==> config.mk <==
export PLATFORM = sky130hd
export DESIGN_NAME = accel_rs_queue
export DESIGN_NICKNAME = d
export VERILOG_FILES = /design/src/rtl/accel_rs_queue.sv
export SDC_FILE = /design/constraint.sdc
export NUM_CORES = 2
export LEC_CHECK = 0
export CELL_PAD_IN_SITES_DETAIL_PLACEMENT = 0
export CELL_PAD_IN_SITES_GLOBAL_PLACEMENT = 1
export CORE_ASPECT_RATIO = 0.7
export CORE_UTILIZATION = 45
export CTS_CLUSTER_DIAMETER = 120
export DETAILED_ROUTE_END_ITERATION = 16
export HOLD_SLACK_MARGIN = 0.02
export PLACE_DENSITY_LB_ADDON = 0.1
export SLEW_MARGIN = 10
export SYNTH_ARGS = -nofsm -noshare
export SYNTH_HDL_FRONTEND = slang
export SYNTH_SLANG_ARGS = --single-unit
==> constraint.sdc <==
create_clock -name clk -period 10.44 [get_ports clk]
set_clock_uncertainty 0.2 [all_clocks]
set_input_delay 1.566 -clock clk [delete_from_list [all_inputs] [get_ports clk]]
set_output_delay 1.566 -clock clk [all_outputs]
set_load 0.05 [all_outputs]
==> src/rtl/accel_rs_queue.sv <==
// In-order reservation queue feeding the memory-to-memory accelerator.
// Captures dispatched ops, snoops the CDBs for operands, issues the oldest ready entry, reports completion.
module accel_rs_queue #(
    parameter int unsigned DEPTH   = 4,
    parameter int unsigned NUM_CDB = 4,
    parameter int unsigned TAG_W   = 5,
    parameter int unsigned DATA_W  = 32,
    parameter int unsigned OP_W    = 3
) (
    input  logic                        clk,
    input  logic                        reset_n,
    input  logic                        alloc_valid,
    output logic                        alloc_ready,
    input  logic [OP_W-1:0]             alloc_op,
    input  logic [TAG_W-1:0]            alloc_dest,
    input  logic [TAG_W-1:0]            alloc_r1,
    input  logic [TAG_W-1:0]            alloc_r2,
    input  logic [DATA_W-1:0]           alloc_src1,
    input  logic [DATA_W-1:0]           alloc_src2,
    input  logic [NUM_CDB-1:0]          cdb_valid,
    input  logic [NUM_CDB*TAG_W-1:0]    cdb_tag,
    input  logic [NUM_CDB*DATA_W-1:0]   cdb_data,
    input  logic                        flush,
    output logic                        issue_valid,
    input  logic                        issue_ready,
    output logic [OP_W-1:0]             issue_op,
    output logic [DATA_W-1:0]           issue_src1,
    output logic [DATA_W-1:0]           issue_src2,
    input  logic                        accel_done,
    output logic                        done_valid,
    output logic [TAG_W-1:0]            done_tag,
    output logic [DATA_W-1:0]           done_data,
    output logic [$clog2(DEPTH+1)-1:0]  free_count
);

    localparam int unsigned PTR_W = $clog2(DEPTH);
    localparam int unsigned CNT_W = $clog2(DEPTH + 1);

    typedef struct packed {
        logic              valid;
        logic [OP_W-1:0]   op;
        logic [TAG_W-1:0]  dest;
        logic [TAG_W-1:0]  r1;
        logic [TAG_W-1:0]  r2;
        logic [DATA_W-1:0] src1;
        logic [DATA_W-1:0] src2;
    } entry_t;

    entry_t             ent_q [DEPTH];
    entry_t             ent_d [DEPTH];
    logic [PTR_W-1:0]   head_q, head_d, tail_q, tail_d;
    logic [CNT_W-1:0]   count_q, count_d;
    logic [CNT_W-1:0]   free_q, free_d;
    logic               inflight_q, inflight_d;
    logic               killed_q, killed_d;
    logic [TAG_W-1:0]   itag_q, itag_d;
    logic               done_valid_q, done_valid_d;
    logic [TAG_W-1:0]   done_tag_q, done_tag_d;
    logic               alloc_fire, issue_fire;

    // Returns {hit, data}; tag 0 never matches and the lowest bus index wins.
    function automatic logic [DATA_W:0] cdb_match(
        input logic [TAG_W-1:0]          tag,
        input logic [NUM_CDB-1:0]        vld,
        input logic [NUM_CDB*TAG_W-1:0]  tags,
        input logic [NUM_CDB*DATA_W-1:0] data
    );
        logic [DATA_W:0] res;
        res = '0;
        if (tag != '0) begin
            for (int i = NUM_CDB - 1; i >= 0; i--) begin
                if (vld[i] && (tags[i*TAG_W +: TAG_W] == tag)) begin
                    res = {1'b1, data[i*DATA_W +: DATA_W]};
                end
            end
        end
        return res;
    endfunction

    assign alloc_ready = (count_q != CNT_W'(DEPTH));
    assign issue_valid = ent_q[head_q].valid && (ent_q[head_q].r1 == '0) &&
                         (ent_q[head_q].r2 == '0) && !inflight_q && !flush;
    assign issue_op    = ent_q[head_q].op;
    assign issue_src1  = ent_q[head_q].src1;
    assign issue_src2  = ent_q[head_q].src2;
    assign alloc_fire  = alloc_valid && alloc_ready && !flush;
    assign issue_fire  = issue_valid && issue_ready;
    assign done_valid  = done_valid_q;
    assign done_tag    = done_tag_q;
    assign done_data   = '0;
    assign free_count  = free_q;

    // Next-state: storage, pointers, snoop, and accelerator tracking.
    always_comb begin
        logic [DATA_W:0] hit;
        hit          = '0;
        ent_d        = ent_q;
        head_d       = head_q;
        tail_d       = tail_q;
        count_d      = count_q;
        inflight_d   = inflight_q;
        killed_d     = killed_q;
        itag_d       = itag_q;
        done_valid_d = 1'b0;
        done_tag_d   = '0;

        if (flush) begin
            for (int i = 0; i < DEPTH; i++) begin
                ent_d[i].valid = 1'b0;
            end
            head_d  = tail_q;
            count_d = '0;
        end else begin
            for (int i = 0; i < DEPTH; i++) begin
                if (ent_q[i].valid) begin
                    hit = cdb_match(ent_q[i].r1, cdb_valid, cdb_tag, cdb_data);
                    if (hit[DATA_W]) begin
                        ent_d[i].r1   = '0;
                        ent_d[i].src1 = hit[DATA_W-1:0];
                    end
                    hit = cdb_match(ent_q[i].r2, cdb_valid, cdb_tag, cdb_data);
                    if (hit[DATA_W]) begin
                        ent_d[i].r2   = '0;
                        ent_d[i].src2 = hit[DATA_W-1:0];
                    end
                end
            end
            if (issue_fire) begin
                ent_d[head_q].valid = 1'b0;
                head_d              = head_q + PTR_W'(1);
            end
            if (alloc_fire) begin
                ent_d[tail_q].valid = 1'b1;
                ent_d[tail_q].op    = alloc_op;
                ent_d[tail_q].dest  = alloc_dest;
                ent_d[tail_q].r1    = alloc_r1;
                ent_d[tail_q].r2    = alloc_r2;
                ent_d[tail_q].src1  = alloc_src1;
                ent_d[tail_q].src2  = alloc_src2;
                hit = cdb_match(alloc_r1, cdb_valid, cdb_tag, cdb_data);
                if (hit[DATA_W]) begin
                    ent_d[tail_q].r1   = '0;
                    ent_d[tail_q].src1 = hit[DATA_W-1:0];
                end
                hit = cdb_match(alloc_r2, cdb_valid, cdb_tag, cdb_data);
                if (hit[DATA_W]) begin
                    ent_d[tail_q].r2   = '0;
                    ent_d[tail_q].src2 = hit[DATA_W-1:0];
                end
                tail_d = tail_q + PTR_W'(1);
            end
            count_d = count_q + CNT_W'(alloc_fire) - CNT_W'(issue_fire);
        end

        // A killed op still has to drain through its accel_done, silently.
        if (accel_done && inflight_q) begin
            inflight_d = 1'b0;
            killed_d   = 1'b0;
            if (!killed_q) begin
                done_valid_d = 1'b1;
                done_tag_d   = itag_q;
            end
        end else if (issue_fire) begin
            inflight_d = 1'b1;
            itag_d     = ent_q[head_q].dest;
        end else if (flush && inflight_q) begin
            killed_d = 1'b1;
        end
    end

    assign free_d = CNT_W'(DEPTH) - count_d;

    always_ff @(posedge clk or negedge reset_n) begin
        if (!reset_n) begin
            for (int i = 0; i < DEPTH; i++) begin
                ent_q[i] <= '0;
            end
            head_q       <= '0;
            tail_q       <= '0;
            count_q      <= '0;
            free_q       <= CNT_W'(DEPTH);
            inflight_q   <= 1'b0;
            killed_q     <= 1'b0;
            itag_q       <= '0;
            done_valid_q <= 1'b0;
            done_tag_q   <= '0;
        end else begin
            ent_q        <= ent_d;
            head_q       <= head_d;
            tail_q       <= tail_d;
            count_q      <= count_d;
            free_q       <= free_d;
            inflight_q   <= inflight_d;
            killed_q     <= killed_d;
            itag_q       <= itag_d;
            done_valid_q <= done_valid_d;
            done_tag_q   <= done_tag_d;
        end
    end

endmodule

==> impl_metrics.yaml <==
grt:
  grt_max_degree: 151
  grt_pass1_vias: 34380
  antenna_found_initial: 2
  grt_usage_pct: 48.4
  grt_pass1_wl_mm: 242
  overflow: 0
setup_path:
  startpoint: "head_q[1]"
  crit_path_start_kind: "register"
  crit_type: "reg -> out"
  crit_fanout: 27
  cp.required_ns: 8.67
  r2r-start: "count_q[1]"
  cp.arrival_ns: 4.22
  cp-end-kind: "output pin"
power_and_ir_drop:
  power.share.combinational_pct: 53.0
  p_int_mw: 4.66
  ir_worst_vdd_mv: 0.224
  power_density_nw_per_um2: 257
  switching_share_pct: 47.7
  power_switching_mw: 4.25
  pwr-share-clk_pct: 17.9
  p_leak_nw: 12.7
  sequentialPowerShare_pct: 29.0
logic_synthesis:
  synth_top_area_cell: "dfrtp_1"
  synth-edff-count: 0
  netlist_instances: 3770
  synth_area_leaders: "dfrtp_1, o21ai_0, nand2_1"
  syn_area_per_cell_um2: 8.06
  ys_warn_count: 0
  synthArstFlopShare_pct: 100
  synth-seq-cells: 354
  yosys.cell_types.count: 68
  ys.flop_type: "dfrtp_1"
  synth_top_area_share_pct: 29.1
  netlist_area_um2: 30400
  ys_seq_area_share_pct: 29.2
flow_run:
  cap_violations: 1
sta:
  fin_crit_ns: 5.99
  maxSlewHeadroom_pct: 0.117
  final.setup.tns_ns: 0
  fin_crit_sh_pct: 57.4
  setup_violations: 0
  max_freq_mhz: 167
  worst_pin_slew_ns: 1.49
  slew_violations: 0
  grt_setup_unrepaired: "false"
  hold_viol: 0
cts:
  numCtsBuffers: 43
  cts-htree-levels: 2
  hold_buffers: 0
  cts-root-buf: "clkbuf_16"
  ctsResizeCount: 0
  clk_latency_ns: 0.62
  post-cts-setup-buffers: 0
  clk_pin_slew_ns: 0.06
  cts_tree: "built"
  clock-sinks: 354
  max-clock-path-buffers: 3
hold_path:
  holdCritStartpoint: "itag_q[3]"
  hold_path.class: "reg -> reg"
drt:
  antenna_left: 0
  vias: 35754
  wl_per_cell_um: 37.1
  drt-pass1-iter-count: 9
  drt_iter0_drc: 6022
  totalWireLength_mm: 171
  drc: 0
  via_per_inst: 7.76
finish:
  syn_to_final_growth_pct: 13.9
  fin_util_pct: 52.0
  drive_gt1_share_pct: 8.95
  final_nets: 3932
placed_design:
  gp_congestion: 1.03
  dp_hpwl_mm: 103
  io_buffer_count: 317
floorplanning:
  die-area_um2: 68600
  die_w_um: 313
  num_rows: 79
  die_h_um: 219
  initial_utilization_pct: 45.6
  core_um2: 66600
  pin_count: 350
status:
  status: "finished, violations left"
  violations: "max-capacitance violations"
[per-stage QoR]
step	hold WS (ns)	cell area (um^2)	setup WS (ns)	instances	power, mW
after floorplan	0.230	30500	6.29	3801	5.55
after global placement	0.245	33200	4.52	4526	7.07
after detailed placement	0.248	33200	4.38	4526	7.16
after CTS	0.262	34600	4.52	4602	8.76
after global routing	0.287	34600	4.43	4602	9.21
final	0.259	34600	4.45	4605	8.91
[cell families (layout without fill, tap and decap cells)]
group	Yosys count	after routing	share of synthesized area (%)
compound gates	1368	1368	32.7
simple gates	1156	1156	17.2
buf+inv	578	488	8.33
flops	354	354	29.2
xor+xnor	202	202	5.82
mux	99	99	6.26
fa+ha+maj	12	12	0.519
other cells	1	35	0.0123
[registers in the layout, summed over array words and instances (netlist names)]
signal      count
done_tag        5
head_q          2
ent_q         332
killed_q        1
count_q         3
free_count      2
inflight_q      1
itag_q          5
done_valid      1
tail_q          2
[worst paths after layout]
kind,depth (start not counted),to,slack (ns)
worst max-delay path,4,issue_src1[12],4.45
worst min-delay path,2,itag_q[3],0.26
worst max register to register,8,ent_q[277],6.08
worst min register to register,2,itag_q[3],0.26
max in group asynchronous,3,ent_q[221],7.05
min in group asynchronous,1,done_tag[0],0.78
[worst max-delay path, cell delays in order (launching register included)]
cell	delay, ns
dfrtp_4	0.74
buf_4	0.67
buf_4	0.66
mux4_2	0.69
clkdlybuf4s50_1	0.74
[area by class of cell]
type / instances / area, um^2
clock inverter: 24 / 274
tap: 891 / 1110
multi-input combinational: 2869 / 19400
inverter: 22 / 82.6
timing repair buffer: 390 / 3730
antenna: 3 / 7.51
clock buffer: 52 / 1140
sequential: 354 / 8870
fill: 6153 / 32000
[metal layers]
layer	vias to the layer above	track usage (%)	wire length, um
met4	0	33.2	14400
met1	17232	61.2	61700
li1	14010	-	-
met2	3529	69.4	69100
met3	983	16.5	25700
met5	-	0.284	0
[synth_stat cells (25+ instances only)]
master,count
xor2_1,143
o22ai_1,195
a21o_1,26
nand3_1,93
o21ai_0,357
nand2_1,463
nand4_1,30
dfrtp_1,353
o21a_1,32
a311oi_1,50
nor2_1,239
a311o_1,38
a21oi_1,103
o21bai_1,25
and3_1,90
buf_4,50
buf_1,62
o211ai_1,69
a221oi_1,69
o221ai_1,159
nor3_1,149
o21ai_1,43
o311a_1,93
a211oi_1,31
clkbuf_1,360
xnor2_1,59
mux4_2,72
buf_2,72
[cell usage in the layout (no fill, tap or decap), types with 93 or more instances in the layout]
| master | netlist | final |
|---|---|---|
| clkdlybuf4s50_1 | 0 | 314 |
| dfrtp_1 | 353 | 351 |
| o22ai_1 | 195 | 195 |
| nor3_1 | 149 | 145 |
| o221ai_1 | 159 | 159 |
| a21oi_1 | 103 | 103 |
| xor2_1 | 143 | 143 |
| nor2_1 | 239 | 236 |
| o21ai_0 | 357 | 357 |
| nand2_1 | 463 | 453 |
| o311a_1 | 93 | 93 |
[power by group through the flow]
| stage | Clock (mW) | Combinational [mW] | Sequential, mW |
|---|---|---|---|
| 2_1_floorplan | 0 | 3.34 | 2.20 |
| 4_1_cts | 1.60 | 4.60 | 2.56 |
| 5_1_grt | 1.66 | 4.91 | 2.64 |
| 6_report | 1.60 | 4.72 | 2.59 |
| 3_3_place_gp | 0 | 4.52 | 2.55 |
| 3_5_place_dp | 0 | 4.59 | 2.57 |
Note: power is estimated with default switching activity, not from simulation.
